--- src/rtl/sdram_read_arbiter.sv ---
// Two-port round-robin read arbiter in front of a pipelined Avalon-MM SDRAM read master.
// A tag FIFO records which port issued each accepted read, so returned words reach the right port.
module sdram_read_arbiter #(
    parameter int ADDR_W      = 25,
    parameter int DATA_W      = 32,
    parameter int MAX_PENDING = 4
) (
    input  logic              clk,
    input  logic              reset,
    input  logic              p0_read_n,
    input  logic [ADDR_W-1:0] p0_address,
    output logic              p0_accept_n,
    output logic [DATA_W-1:0] p0_data,
    output logic              p0_data_ready_n,
    input  logic              p1_read_n,
    input  logic [ADDR_W-1:0] p1_address,
    output logic              p1_accept_n,
    output logic [DATA_W-1:0] p1_data,
    output logic              p1_data_ready_n,
    output logic [ADDR_W-1:0] avm_m0_address,
    output logic              avm_m0_read_n,
    input  logic [DATA_W-1:0] avm_m0_readdata,
    input  logic              avm_m0_waitrequest,
    input  logic              avm_m0_readdatavalid
);
    localparam int PW = $clog2(MAX_PENDING);
    localparam int CW = PW + 1;

    typedef enum logic {IDLE, ISSUE} state_t;

    state_t            state;
    state_t            state_nxt;
    logic              grant;
    logic              accept;
    logic              pop;
    logic              req0;
    logic              req1;
    logic              pick;
    logic              winner;
    logic              last_grant;
    logic              head;
    logic [CW-1:0]     count;
    logic [PW-1:0]     wr_ptr;
    logic [PW-1:0]     rd_ptr;
    logic [MAX_PENDING-1:0] tag_mem;

    // Handshakes: a port holds read_n low with a stable address until it sees accept_n low
    // at a rising edge; a command is taken by the controller in an ISSUE cycle with waitrequest low.
    assign req0   = ~p0_read_n;
    assign req1   = ~p1_read_n;
    assign pick   = (req0 && req1) ? ~last_grant : req1;
    assign accept = (state == ISSUE) && !avm_m0_waitrequest;
    assign pop    = avm_m0_readdatavalid && (count != '0);
    assign head   = tag_mem[rd_ptr];

    assign p0_accept_n = ~(accept && !winner);
    assign p1_accept_n = ~(accept && winner);

    always_ff @(posedge clk) begin
        if (reset) state <= IDLE;
        else       state <= state_nxt;
    end

    always_comb begin
        state_nxt = state;
        grant     = 1'b0;
        case (state)
            IDLE: begin
                if ((count < CW'(MAX_PENDING)) && (req0 || req1)) begin
                    grant     = 1'b1;
                    state_nxt = ISSUE;
                end
            end
            ISSUE: begin
                if (accept) state_nxt = IDLE;
            end
            default: state_nxt = IDLE;
        endcase
    end

    // last_grant resets to port 1 so that port 0 is preferred first.
    always_ff @(posedge clk) begin
        if (reset) begin
            avm_m0_address <= '0;
            avm_m0_read_n  <= 1'b1;
            winner         <= 1'b0;
            last_grant     <= 1'b1;
        end else begin
            if (grant) begin
                avm_m0_address <= pick ? p1_address : p0_address;
                winner         <= pick;
                avm_m0_read_n  <= 1'b0;
            end
            if (accept) begin
                avm_m0_read_n <= 1'b1;
                last_grant    <= winner;
            end
        end
    end

    always_ff @(posedge clk) begin
        if (reset) begin
            tag_mem <= '0;
            wr_ptr  <= '0;
            rd_ptr  <= '0;
            count   <= '0;
        end else begin
            if (accept) begin
                tag_mem[wr_ptr] <= winner;
                wr_ptr          <= wr_ptr + PW'(1);
            end
            if (pop) rd_ptr <= rd_ptr + PW'(1);
            if (accept && !pop)      count <= count + CW'(1);
            else if (pop && !accept) count <= count - CW'(1);
        end
    end

    // A valid with nothing outstanding is dropped.
    always_ff @(posedge clk) begin
        if (reset) begin
            p0_data         <= '0;
            p1_data         <= '0;
            p0_data_ready_n <= 1'b1;
            p1_data_ready_n <= 1'b1;
        end else begin
            p0_data_ready_n <= 1'b1;
            p1_data_ready_n <= 1'b1;
            if (pop) begin
                if (head) begin
                    p1_data         <= avm_m0_readdata;
                    p1_data_ready_n <= 1'b0;
                end else begin
                    p0_data         <= avm_m0_readdata;
                    p0_data_ready_n <= 1'b0;
                end
            end
        end
    end
endmodule

--- config.mk ---
export PLATFORM = sky130hd
export DESIGN_NAME = sdram_read_arbiter
export DESIGN_NICKNAME = d
export VERILOG_FILES = /design/src/rtl/sdram_read_arbiter.sv
export SDC_FILE = /design/constraint.sdc
export NUM_CORES = 1
export LEC_CHECK = 0
export CORE_ASPECT_RATIO = 0.9
export CORE_MARGIN = 5
export CORE_UTILIZATION = 57
export DETAILED_ROUTE_END_ITERATION = 7
export DONT_BUFFER_PORTS = 1
export PLACE_DENSITY = 0.84
export SLEW_MARGIN = 20
export SYNTH_ARGS = -nofsm -noshare
export SYNTH_HDL_FRONTEND = slang
export SYNTH_SLANG_ARGS = --single-unit
--- constraint.sdc ---
create_clock -name clk -period 2.3 [get_ports clk]
set_input_delay 0.23 -clock clk [delete_from_list [all_inputs] [get_ports clk]]
set_output_delay 0.23 -clock clk [all_outputs]
set_load 0.005 [all_outputs]
==> metrics.cfg, run 1 <==
[run_status]
outcome=completed

[sta]
tightest_slew_ps=802
grt_setup_unrepaired=false
setup_viol=0
max_freq_mhz=489
min_period_over_period=0.889
skew_ps=8.39
relSlewSlack=0.464
fin_crit_ps=2040
finalMaxSlewViolations=0
hold_ws_ps=44.1
fin_setup_tns_ps=0
final-hold-violation-count=0

[floorplanning]
io_pins=182
die_area_um2=10100
core_um2=8030
die_y_um=95.8
start_util=0.581
die_x_um=105
rows=31

[final_layout]
drive_above_1_share=0.0982
fin_nets=579
diodes=0
utilization=0.613
instances_no_fill=588
design_area_um2=4920
n_fill_cell=686
area.growth.synth_to_final_pct=5.58

[cts]
cts_resized=0
root_buffer=clkbuf_8
clockBufferDepth=2
numCtsBuffers=9
cts_sinks=106
clk_pin_slew_ps=100
post_cts_buffers=0
cts_tree=done
htree_levels=3
clkLatencyLatePin_ps=350
cts_hold_buffers=2

[placement]
place_inst=571
hpwl_mm=7.17
placed_area_um2=4670
place.gp.congestion=0.796
io_buffers=0

[critical_path]
crit_path_max_fanout=6
cp_top_family=adder cells
crit_type=reg -> reg
rr_startpoint=count[2]
endpoint_kind=register
crit_path_start_kind=register
worst_path_largest_cell_delay_ps=400
rr_worst_depth=7
crit_cells=7
critical_path.slowest_cell=dfxtp_1
path_cells=o31ai_4 > ha_1 > inv_1 > fa_1 > xor2_1 > or3_1 > a21oi_1
path_buf_inv=1
crit_arrival_ps=2330
cp-startpoint=count[2]
cp_data_required_time_ps=2590

[flow_run]
drv_cap=0

[grt]
grt_max_degree=98
grt-ovfl-total=0
grt_usage=0.199
grt_pass1_vias=3321
grt_pass1_wl_mm=16.4
grt_antenna_before_repair=0

[detailed_routing]
drt_iter0_drc=155
routed_wl_mm=10.3
vias=3433
ant_nets=0
via_per_inst=5.84
first_pass_iters=4
wl_per_cell_um=17.6
drc=0

[synth]
yosys.area_share.simple=0.226
synthCells=510
ys_ff_latch=106
synth-main-ff-cell=dfxtp_1
syn_avg_cell_area_um2=9.14
ys_seq_area_frac=0.455
synthMuxAreaShare=0.0757
synth_compound_area_frac=0.169
yosys_warnings=0
syn_nets=604
synthDistinctLibCells=32
synthXorXnorAreaFrac=0.00751
synth_edf_count=0
netlist_area_um2=4660
yosys.area_share.adder=0.0177
synth_top_family_by_area=simple AND/OR/NAND/NOR gates
ys_async_sr_fraction=0

[power_and_ir_drop]
powerDensity_nw_per_um2=946
peakVddDrop_uv=507
p_leak_nw=1.76

[min_path]
min_from=avm_m0_readdata[16]
min_path_cells=2
hp-class=in -> reg

flip-flops by register name, summed over array words and instances (netlist names):
signal and cells:
p0_data 32, count 3, last_grant 1, p0_data_ready_n 1, state 1, avm_m0_read_n 1
p1_data_ready_n 1, tag_mem 4, p1_data 32, avm_m0_address 25, winner 1, rd_ptr 2
wr_ptr 2
worst paths after layout:
check / to / slack, ps
worst max-delay path: count[2] / 260
worst min-delay path: p1_data[16] / 40
worst max register to register: count[2] / 260
worst min register to register: last_grant / 480
final cells by class:
class / count / area [µm²] / share of cell area
well taps: 99 / 124 / 0.0252
inverters: 8 / 30.0 / 0.00610
clock inverters: 4 / 76.3 / 0.0155
repair buffers: 9 / 95.1 / 0.0193
flip-flops and latches: 106 / 2120 / 0.431
multi-input cells: 351 / 2330 / 0.474
clock buffers: 11 / 141 / 0.0287
cell usage in the layout (no fill, tap or decap), types with 3 or more instances in the layout:
master	netlist	routed
a21oi_1	10	10
a311oi_1	25	25
buf_4	1	6
clkbuf_8	0	10
dfxtp_1	106	106
ha_1	5	5
inv_1	7	7
mux2i_1	33	33
nand2_1	9	9
nand2b_1	66	66
nand3_1	4	4
nor2_1	30	30
nor2b_1	33	32
o21ai_0	85	85
o21ai_1	9	9
or3_1	3	3
or3b_1	5	5
or3b_2	20	20
xor2_1	4	4
routing by layer:
layer  GRT usage  vias up  routed length (µm)
met2       0.339      122                5020
li1            -     1711                   -
met3      0.0698        9                 786
met1       0.239     1591                4430
met5           0        -                   0
met4      0.0612        0                  91
synth_stat cells (4+ instances only):
cell,n,area [µm²]
dfxtp_1,106,2120
o21ai_0,85,425
nand2b_1,66,413
clkbuf_1,37,139
mux2i_1,33,330
nor2b_1,33,206
nor2_1,30,113
a311oi_1,25,219
or3b_2,20,175
a21oi_1,10,50.1
nand2_1,9,33.8
o21ai_1,9,45.0
inv_1,7,26.3
ha_1,5,62.6
or3b_1,5,43.8
nand3_1,4,20.0
xor2_1,4,35.0
worst reg2reg max path, cell delays in order, from the launching register on:
cell and delay, ps:
dfxtp_1 400, o31ai_4 290, ha_1 230, inv_1 60, fa_1 380, xor2_1 160, or3_1 300, a21oi_1 150
power breakdown:
group	internal [mW]	total [mW]	switching, mW
Clock	0.640	1.23	0.593
Sequential	2.15	2.44	0.288
Combinational	0.411	0.984	0.573
logic make-up (layout without fill, tap and decap cells):
| family | count (synthesis) | count (layout) |
|---|---|---|
| flops | 106 | 106 |
| simple gates | 173 | 173 |
| mux | 34 | 34 |
| xor+xnor | 4 | 4 |
| buf+inv | 53 | 32 |
| fa+ha+maj | 6 | 6 |
| compound gates | 134 | 134 |
stage by stage:
stage               setup slack (ps)  power [mW]
finish                           256        4.66
global route                     145        4.94
CTS                              240        4.71
detailed placement               265        3.45
global placement                 370        3.39
floorplan                       15.9        3.23
Note: power is estimated with default switching activity, not from simulation.
==> inputs of run 2 (changes only) <==
Settings changed: CELL_PAD_IN_SITES_DETAIL_PLACEMENT set to 1, CELL_PAD_IN_SITES_GLOBAL_PLACEMENT set to 1, CORE_UTILIZATION 57 to 41, PLACE_DENSITY 0.84 to 0.83.
==> metrics.cfg, run 2 (synthesis results as in run 1) <==
[detailed_routing]
drt_iter0_drc=210  ; +35%
ant_nets=0  ; unchanged
wl_per_cell_um=18.8  ; +7.0%
drc=0  ; unchanged
first_pass_iters=4  ; unchanged
routed_wl_mm=12.1  ; +18%
vias=3528  ; +2.8%
via_per_inst=5.46  ; -6.5%

[power_and_ir_drop]
p_leak_nw=1.79  ; +1.6%
p_switching_mw=1.61  ; +11%
p_int_mw=3.31  ; +3.4%
pwr-share-comb=0.209  ; -0.002
clkPwrFrac=0.294  ; +0.029
powerDensity_nw_per_um2=977  ; +3.3%
seq_power_share=0.497  ; -0.027
switching_share=0.327  ; +0.0149
peakVddDrop_uv=443  ; -13%

[critical_path]
rr_startpoint=state
cp_data_required_time_ps=2580  ; about the same
crit_path_max_fanout=8  ; +2
rrSetupSlack_ps=200  ; -50 ps
critical_path.slowest_cell=dfxtp_1
crit_type=reg -> reg
rr_worst_depth=8  ; +1
crit_arrival_ps=2380  ; +50 ps
crit_path_start_kind=register
path_cells=nand2b_1 > clkinv_1 > ha_1 > inv_1 > fa_1 > xor2_1 > or3_1 > a21oi_1
worst_path_largest_cell_delay_ps=420  ; +20 ps
rr_endpoint=count[2]
endpoint_kind=register

[floorplanning]
start_util=0.413  ; -0.168
die_area_um2=13600  ; +35%
die_y_um=111  ; +16%
rows=37  ; +19%
core_um2=11300  ; +41%
io_pins=182  ; unchanged
die_x_um=122  ; +16%

[min_path]
hold_path_end=state
min_path_cells=2  ; unchanged
hp-class=in -> reg
min_from=avm_m0_waitrequest

[grt]
grtUsageMet1=0.192  ; -0.0477
grt_pass1_wl_mm=19.3  ; +17%
grt_antenna_before_repair=1  ; +1
grt-ovfl-total=0  ; unchanged
use_met2=0.310  ; -0.0291
grt_usage=0.179  ; -0.0207
top_usage_layer=met2
grt_max_degree=98  ; unchanged
met3_usage=0.0878  ; +0.0180
grt_pass1_vias=3718  ; +12%

[sta]
fin_crit_ps=2100  ; +51.6 ps
relSlewSlack=0.458  ; -0.00561
finalMaxSlewViolations=0  ; unchanged
setup_viol=0  ; unchanged
skew_ps=7.25  ; -1.14 ps
max_freq_mhz=477  ; -2.5%
min_period_over_period=0.911  ; +0.0224
tightest_slew_ps=811  ; +8.41 ps
fin_setup_tns_ps=0  ; unchanged
final-hold-violation-count=0  ; unchanged
grt_setup_unrepaired=false

[placement]
place.gp.congestion=0.770  ; -3.2%
hpwl_mm=8.60  ; +20%
place_inst=629  ; +10%
io_buffers=0  ; unchanged

[cts]
htree_levels=3  ; unchanged
cts_sinks=106  ; unchanged
root_buffer=clkbuf_16
post_cts_buffers=0  ; unchanged
numCtsBuffers=9  ; unchanged
clockBufferDepth=2  ; unchanged
cts_resized=0  ; unchanged
clkLatencyLatePin_ps=350  ; about the same
cts_tree=done
clk_pin_slew_ps=70  ; -30 ps

[final_layout]
instances_no_fill=646  ; +9.9%
final_cell_mix=106 x dfxtp_1, 85 x o21ai_0, 66 x nand2b_1
ff_latch_area_um2=2120  ; unchanged
n_fill_cell=1314  ; +92%
diodes=0  ; unchanged
area.growth.synth_to_final_pct=8.11
layout_commonest_cell=dfxtp_1
fin_nets=579  ; unchanged
drive_above_1_share=0.104  ; +0.00592
multi_input_area_um2=2330  ; unchanged
largest_registers=p0_data: 32 flops, p1_data: 32 flops, avm_m0_address: 25 flops

[run_status]
outcome=completed

[flow_run]
drv_cap=0  ; unchanged

run 2: cell types whose count changed in the layout (fill, tap and decap cells not counted), sizes merged:
cell         delta
dlygate4sd3     -1
clkinv          +4
clkinvlp        -1
buf             +1
clkbuf          -2
bufinv          -2
inv             +2
run 2: power by group through the flow:
stage,clock (mW),sequential [mW],combinational (mW)
finish,1.45,2.45,1.03
detailed placement,0,2.49,1.03
floorplan,0,2.39,0.844
CTS,1.51,2.45,1.05
global placement,0,2.48,0.945
global route,1.58,2.49,1.17
run 2: how the worst max path moves through the flow:
stage | end | start | slack (ps)
after floorplan | count[2] | count[2] | 20
after global placement | count[2] | state | 370
after detailed placement | count[2] | state | 210
after CTS | count[2] | state | 180
after global routing | count[2] | state | 30
final | count[2] | state | 200
run 2: final cells by class:
cell class / count / share of cell area
Multi-Input combinational cell: 351 / 0.463
Sequential cell: 106 / 0.421
Clock buffer: 9 / 0.0447
Tap cell: 156 / 0.0387
Timing Repair Buffer: 9 / 0.0159
Clock inverter: 7 / 0.0107
Inverter: 8 / 0.00596
run 2: through the flow:
stage / worst slack [ps] / utilization / area, µm² / hold slack, ps / power [mW]
floorplan: 15.9 / - / 4670 / 377 / 3.23
global placement: 365 / 0.420 / 4740 / 321 / 3.42
detailed placement: 214 / 0.420 / 4740 / 323 / 3.52
CTS: 178 / 0.446 / 5040 / 5.91 / 5.01
global route: 28.1 / 0.446 / 5040 / 21.1 / 5.24
finish: 204 / 0.446 / 5040 / 23.9 / 4.93
run 2: worst max-delay path: cells and delay by family, from the launching register on:
kind	cells	cell delay, ps
flip-flops	1	420
AND/OR/NAND/NOR	2	520
buffers and inverters	2	180
XOR/XNOR	1	160
adder cells (fa/ha/maj)	2	590
AO/OA/AOI/OAI	1	150
run 2: repair_timing:
item,CTS,global route
endpoints found under the hold margin,42,0
hold buffers,1,0
endpoints found under the setup margin,0,0
run 2: metal layers:
layer  vias up  share of wire
met2       110           0.51
li1       1713              -
met3        17          0.093
met4         2          0.015
met5         -         0.0011
met1      1686           0.38
